[src/rtl/time_set_ctrl.sv]
`default_nettype none
// ============================================================================
// Module      : time_set_ctrl
// Description : Digital-clock mode sequencer: time/alarm set modes, press and
//               hold-to-repeat increments, set-mode timeout, alarm ring FSM.
//               Optional snooze state enabled by defining SNOOZE_EN.
// Revision    : 1.0 - initial release
// ============================================================================
module time_set_ctrl #(
    parameter int HOLD_TICKS    = 2,
    parameter int TIMEOUT_TICKS = 30,
    parameter int RING_TICKS    = 60,
    parameter int SNOOZE_TICKS  = 300
) (
    input  logic       clk,
    input  logic       reset,
    input  logic       tick,
    input  logic       turn,
    input  logic       change,
    input  logic       reset1,
    input  logic       alarm_match,
    output logic       inc_h,
    output logic       inc_m,
    output logic       sel_alarm,
    output logic       run_en,
    output logic       sec_clr,
    output logic       blink,
    output logic [2:0] state,
    output logic       alert
);

    localparam logic [2:0] c_run   = 3'd0;
    localparam logic [2:0] c_set_h = 3'd1;
    localparam logic [2:0] c_set_m = 3'd2;
    localparam logic [2:0] c_al_h  = 3'd3;
    localparam logic [2:0] c_al_m  = 3'd4;

    localparam logic [1:0] c_idle    = 2'd0;
    localparam logic [1:0] c_ringing = 2'd1;
    localparam logic [1:0] c_done    = 2'd2;
`ifdef SNOOZE_EN
    localparam logic [1:0] c_snooze  = 2'd3;
`endif

    localparam int c_hold_w = $clog2(HOLD_TICKS + 1);
    localparam int c_idle_w = $clog2(TIMEOUT_TICKS + 1);
    // Ring and snooze never run together, so they share one counter.
    localparam int c_ring_max = (RING_TICKS > SNOOZE_TICKS) ? RING_TICKS : SNOOZE_TICKS;
    localparam int c_ring_w   = $clog2(c_ring_max + 1);

    localparam logic [c_hold_w-1:0] c_hold_sat  = c_hold_w'(HOLD_TICKS);
    localparam logic [c_idle_w-1:0] c_idle_last = c_idle_w'(TIMEOUT_TICKS - 1);
    localparam logic [c_ring_w-1:0] c_ring_last = c_ring_w'(RING_TICKS - 1);
`ifdef SNOOZE_EN
    localparam logic [c_ring_w-1:0] c_snooze_last = c_ring_w'(SNOOZE_TICKS - 1);
`endif

    logic                r_turn_q;
    logic                r_change_q;
    logic                r_reset1_q;
    logic                r_match_q;
    logic [2:0]          r_mode;
    logic [c_idle_w-1:0] r_idle_cnt;
    logic [c_hold_w-1:0] r_hold_cnt;
    logic [1:0]          r_ring;
    logic [c_ring_w-1:0] r_ring_cnt;
    logic                r_inc_h;
    logic                r_inc_m;
    logic                r_sel_alarm;
    logic                r_run_en;
    logic                r_sec_clr;
    logic                r_blink;
    logic                r_alert;

    logic                w_turn_rise;
    logic                w_change_rise;
    logic                w_reset1_rise;
    logic                w_match_rise;
    logic [2:0]          w_mode_next;
    logic [c_idle_w-1:0] w_idle_next;
    logic                w_timeout;
    logic [c_hold_w-1:0] w_hold_next;
    logic                w_repeat;
    logic                w_inc;
    logic                w_blink_next;
    logic [1:0]          w_ring_next;
    logic [c_ring_w-1:0] w_ring_cnt_next;

    assign w_turn_rise   = turn & ~r_turn_q;
    assign w_change_rise = change & ~r_change_q;
    assign w_reset1_rise = reset1 & ~r_reset1_q;
    assign w_match_rise  = alarm_match & ~r_match_q;

    always_ff @(posedge clk or posedge reset) begin
        if (reset) begin
            r_turn_q   <= 1'b0;
            r_change_q <= 1'b0;
            r_reset1_q <= 1'b0;
            r_match_q  <= 1'b0;
        end else begin
            r_turn_q   <= turn;
            r_change_q <= change;
            r_reset1_q <= reset1;
            r_match_q  <= alarm_match;
        end
    end

    // Mode sequencing and the set-mode inactivity timeout.
    always_comb begin
        w_mode_next = r_mode;
        w_idle_next = r_idle_cnt;
        w_timeout   = 1'b0;
        if (w_turn_rise) begin
            w_idle_next = '0;
            case (r_mode)
                c_run:   w_mode_next = c_set_h;
                c_set_h: w_mode_next = c_set_m;
                c_set_m: w_mode_next = c_al_h;
                c_al_h:  w_mode_next = c_al_m;
                default: w_mode_next = c_run;
            endcase
        end else if (r_mode == c_run || w_change_rise) begin
            w_idle_next = '0;
        end else if (tick) begin
            if (r_idle_cnt == c_idle_last) begin
                w_timeout   = 1'b1;
                w_mode_next = c_run;
                w_idle_next = '0;
            end else begin
                w_idle_next = r_idle_cnt + 1'b1;
            end
        end
    end

    always_comb begin
        w_hold_next = r_hold_cnt;
        if (!change || w_turn_rise) begin
            w_hold_next = '0;
        end else if (tick && (r_hold_cnt != c_hold_sat)) begin
            w_hold_next = r_hold_cnt + 1'b1;
        end
    end

    // A press and a repeat tick in the same cycle merge into one pulse.
    assign w_repeat = change & tick & (r_hold_cnt >= c_hold_sat);
    assign w_inc    = (w_change_rise | w_repeat) & ~w_turn_rise & ~w_timeout;

    always_comb begin
        w_blink_next = r_blink;
        if (w_mode_next == c_run) begin
            w_blink_next = 1'b0;
        end else if (w_mode_next != r_mode) begin
            w_blink_next = 1'b1;
        end else if (tick) begin
            w_blink_next = ~r_blink;
        end
    end

    always_ff @(posedge clk or posedge reset) begin
        if (reset) begin
            r_mode      <= c_run;
            r_idle_cnt  <= '0;
            r_hold_cnt  <= '0;
            r_inc_h     <= 1'b0;
            r_inc_m     <= 1'b0;
            r_sel_alarm <= 1'b0;
            r_run_en    <= 1'b1;
            r_sec_clr   <= 1'b0;
            r_blink     <= 1'b0;
        end else begin
            r_mode      <= w_mode_next;
            r_idle_cnt  <= w_idle_next;
            r_hold_cnt  <= w_hold_next;
            r_inc_h     <= w_inc & ((r_mode == c_set_h) || (r_mode == c_al_h));
            r_inc_m     <= w_inc & ((r_mode == c_set_m) || (r_mode == c_al_m));
            r_sel_alarm <= (w_mode_next == c_al_h) || (w_mode_next == c_al_m);
            r_run_en    <= !((w_mode_next == c_set_h) || (w_mode_next == c_set_m));
            r_sec_clr   <= (r_mode == c_set_m) && (w_mode_next != c_set_m);
            r_blink     <= w_blink_next;
        end
    end

    // Alarm ring sequence; runs regardless of the mode FSM.
    always_comb begin
        w_ring_next     = r_ring;
        w_ring_cnt_next = r_ring_cnt;
        case (r_ring)
            c_idle: begin
                if (w_match_rise) begin
                    w_ring_cnt_next = '0;
                    w_ring_next     = w_reset1_rise ? c_done : c_ringing;
                end
            end
            c_ringing: begin
                if (w_reset1_rise) begin
                    w_ring_next = c_done;
`ifdef SNOOZE_EN
                end else if (w_change_rise && (r_mode == c_run)) begin
                    w_ring_next     = c_snooze;
                    w_ring_cnt_next = '0;
`endif
                end else if (tick) begin
                    if (r_ring_cnt == c_ring_last) begin
                        w_ring_next = c_done;
                    end else begin
                        w_ring_cnt_next = r_ring_cnt + 1'b1;
                    end
                end
            end
            c_done: begin
                if (!alarm_match) begin
                    w_ring_next = c_idle;
                end
            end
`ifdef SNOOZE_EN
            c_snooze: begin
                if (w_reset1_rise) begin
                    w_ring_next = c_done;
                end else if (tick) begin
                    if (r_ring_cnt == c_snooze_last) begin
                        w_ring_next     = c_ringing;
                        w_ring_cnt_next = '0;
                    end else begin
                        w_ring_cnt_next = r_ring_cnt + 1'b1;
                    end
                end
            end
`endif
            default: w_ring_next = c_idle;
        endcase
    end

    always_ff @(posedge clk or posedge reset) begin
        if (reset) begin
            r_ring     <= c_idle;
            r_ring_cnt <= '0;
            r_alert    <= 1'b0;
        end else begin
            r_ring     <= w_ring_next;
            r_ring_cnt <= w_ring_cnt_next;
            r_alert    <= (w_ring_next == c_ringing);
        end
    end

    assign inc_h     = r_inc_h;
    assign inc_m     = r_inc_m;
    assign sel_alarm = r_sel_alarm;
    assign run_en    = r_run_en;
    assign sec_clr   = r_sec_clr;
    assign blink     = r_blink;
    assign state     = r_mode;
    assign alert     = r_alert;

endmodule
`default_nettype wire
[config.mk]
export PLATFORM = sky130hd
export DESIGN_NAME = time_set_ctrl
export DESIGN_NICKNAME = d
export VERILOG_FILES = /design/src/rtl/time_set_ctrl.sv
export SDC_FILE = /design/constraint.sdc
export NUM_CORES = 1
export LEC_CHECK = 0
export BUFFER_PORTS_ARGS = -buffer_cell sky130_fd_sc_hd__buf_2
export CORE_MARGIN = 2
export CORE_UTILIZATION = 30
export DETAILED_ROUTE_END_ITERATION = 16
export HOLD_SLACK_MARGIN = 0.15
export SKIP_CTS_REPAIR_TIMING = 1
export SYNTH_ARGS = -nofsm -noshare
export SYNTH_HDL_FRONTEND = slang
export SYNTH_SLANG_ARGS = --single-unit
[constraint.sdc]
create_clock -name clk -period 4 [get_ports clk]
set_input_delay 0.8 -clock clk [delete_from_list [all_inputs] [get_ports clk]]
set_output_delay 0.8 -clock clk [all_outputs]
set_load 0.01 [all_outputs]
==> results.ini <==
[outcome]
run_status=complete, no violations

[floorplanning]
dieHeight_um=79.0
core-area_um2=5470
floorplan.die_area_um2=6250
placementRows=27
pin_count=17
floorplan.die.width_um=79.0
start_util=0.309

[routing]
wl_per_cell_um=12.7
vias_per_cell=5.03
postRouteWirelength_um=3270
ant_nets=0
drt_first_pass_iters=4
initialDrtViolationCount=76
via_count=1299
remaining_drc_errors=0

[power_and_ir_drop]
p_leak_nw=0.843
vdd_ir_drop_max_mv=0.198
power_per_cell_area_nw_per_um2=458

[finish]
fillerInstances=572
final_nets=196
finalCoreUtilization=0.350
multi_input_gate_area_um2=820
final-seq-area_um2=802
final_layout_size_suffix_gt1_frac=0.161
growth_of_design_area_from_synthesis_to_finish_pct=13.3
antenna-diode-count=0

[worst_setup_path]
critical_path_peak_fanout=13
critPathBufInv=1
critical_path_depth=5
critical_path.cell_chain=buf_2 -> and4_1 -> nand4_1 -> or4_1 -> a21oi_1
critPathRequiredTime_ps=4210
critical_path.slowest_cell=sky130_fd_sc_hd__or4_1
r2r.worst_path.cells=5
setup.worst_path.class=in -> reg
critPathTopFamily=simple AND/OR/NAND/NOR gates
startpoint_type=primary input
timing.critical_path.to_type=register
worst-endpoint-arrival_ps=2200
max_stage_delay_ps=520

[global_routing]
grt_pass1_wl_um=5680
grt_antenna_before_repair=0
grt_overall_usage=0.115
first_global_vias=1224
grt-ovfl-total=0
grt_start_max_net_pins=24

[timing]
timing.setup.tns_ps=0
clock_skew_ps=8.83
period_share=0.499
hold_viol_final=0
post-route-min-period_ps=1990
timing_max_transition_violations_final=0
tightest_slew_ps=861
setup-violations-final=0
relSlewSlack=0.425
achievable-frequency_ghz=0.501
rsz0062_at_grt=no

[yosys]
synth.top_cells.by_count=sky130_fd_sc_hd__dfrtp_1, sky130_fd_sc_hd__nor2_1, sky130_fd_sc_hd__nand2_1, sky130_fd_sc_hd__a21oi_1
post_synth_num_cell_types=46
netlist.area_leader.share=0.459
synth_area_um2=1690
synth.area.top_cells=sky130_fd_sc_hd__dfrtp_1, sky130_fd_sc_hd__a21oi_1, sky130_fd_sc_hd__ha_1
netlist_instances=167
post_synth.cell_area_avg_um2=10.1
yosys_warnings=0
ys_seq_area_frac=0.475
yosys_top_cell_by_area=sky130_fd_sc_hd__dfrtp_1
synth_seq_cells=32
commonest_register_cell_after_synthesis=sky130_fd_sc_hd__dfrtp_1
synth_enable_flop_cells=0
share_of_synthesized_registers_carrying_an_async_set_or_reset=1.00
synth_fp_nets=178
post-synth-top-count-cell=sky130_fd_sc_hd__dfrtp_1

[clocking]
root_buffer=sky130_fd_sc_hd__clkbuf_8
cts_tree=built
clk_path_buf_depth=2
cts.sinks=32
h-tree-depth=2
cts_made_buffers=5
worst_setup_hold_path_clk_slew_ps=60
clkLatencyLatePin_ps=280

[min_path]
timing.hold.worst.class=reg -> reg
holdPathStages=2

[place]
hpwl_um=2350
buffer_ports.inserted=16
gp_congestion=0.795

[job]
drv_cap=0

## per-stage QoR
stage | total power [W] | setup WS (ps) | area [µm²] | hold WS, ps | cells
floorplan | 0.000586 | 2070 | 1690 | 495 | 167
finish | 0.000877 | 2010 | 1910 | 540 | 258
global placement | 0.000647 | 1820 | 1830 | 527 | 250
global route | 0.000940 | 1970 | 1910 | 586 | 258
CTS | 0.000889 | 2020 | 1910 | 546 | 258
detailed placement | 0.000647 | 1730 | 1830 | 531 | 250
## sequential cells by signal, summed over array words and instances (netlist names), 2 cells and up
signal      flops
r_hold_cnt      2
r_ring_cnt      9
r_ring          2
state           3
r_idle_cnt      5
## worst min-delay path, stage by stage (launching register included)
cell and delay [ps]:
sky130_fd_sc_hd__dfrtp_1 370, sky130_fd_sc_hd__a21oi_1 70, sky130_fd_sc_hd__nor2_1 70
## final timing paths
kind	start	end	slack [ps]
worst max register to register	r_ring_cnt[0]	r_ring_cnt[0]	2110
worst max-delay path	tick	r_ring_cnt[8]	2010
min in group asynchronous	reset	r_hold_cnt[1]	680
worst min register to register	r_idle_cnt[4]	r_idle_cnt[4]	540
max in group asynchronous	reset	r_ring[1]	2640
worst min-delay path	r_idle_cnt[4]	r_idle_cnt[4]	540
## final cells by class
| class | instances | area share |
|---|---|---|
| tap | 72 | 0.0471 |
| clock buffer | 8 | 0.0419 |
| multi-input combinational | 120 | 0.428 |
| timing repair buffer | 17 | 0.0458 |
| inverter | 9 | 0.0177 |
| sequential | 32 | 0.419 |
## report_power, final
group	leakage (nW)	switching (W)	total (W)	internal, W
logic	0.381	0.000122	0.000219	0.0000969
clock network	0.0395	0.000112	0.000236	0.000123
registers	0.422	0.0000493	0.000422	0.000373
## routing by layer
| layer | global-route usage | share of wire | up-vias |
|---|---|---|---|
| met4 | 0.0517 | 0.019 | 0 |
| met1 | 0.162 | 0.51 | 625 |
| met3 | 0.0273 | 0.037 | 7 |
| met5 | 0 | 0 | - |
| met2 | 0.167 | 0.44 | 22 |
| li1 | - | - | 645 |
## cells by family (layout without fill, tap and decap cells)
kind of cell    after synthesis  count (layout)  share of synthesized area
compound gates               40              40                      0.184
xor+xnor                      3               3                     0.0156
buf+inv                      15              34                     0.0400
fa+ha+maj                     4               4                     0.0296
flops                        32              32                      0.475
mux                           6               6                     0.0363
simple gates                 67              67                      0.220
## layout by cell type (no fill, tap or decap), types with 2 or more instances in the layout
master	instances
sky130_fd_sc_hd__and4_1	3
sky130_fd_sc_hd__nand2b_1	6
sky130_fd_sc_hd__nand2_1	12
sky130_fd_sc_hd__a31o_2	2
sky130_fd_sc_hd__mux2i_1	5
sky130_fd_sc_hd__clkbuf_1	3
sky130_fd_sc_hd__dfrtp_1	31
sky130_fd_sc_hd__nor2_1	13
sky130_fd_sc_hd__o31ai_1	2
sky130_fd_sc_hd__nor3_1	7
sky130_fd_sc_hd__o21ai_0	9
sky130_fd_sc_hd__a211oi_1	3
sky130_fd_sc_hd__nor2b_1	3
sky130_fd_sc_hd__ha_1	4
sky130_fd_sc_hd__inv_1	9
sky130_fd_sc_hd__xnor2_1	2
sky130_fd_sc_hd__nor3b_1	2
sky130_fd_sc_hd__a21o_1	2
sky130_fd_sc_hd__nand4_1	4
sky130_fd_sc_hd__a21oi_1	11
sky130_fd_sc_hd__or2b_1	3
sky130_fd_sc_hd__nand3_1	6
sky130_fd_sc_hd__buf_2	16
sky130_fd_sc_hd__clkbuf_8	5
(Power assumes the default switching activity.)
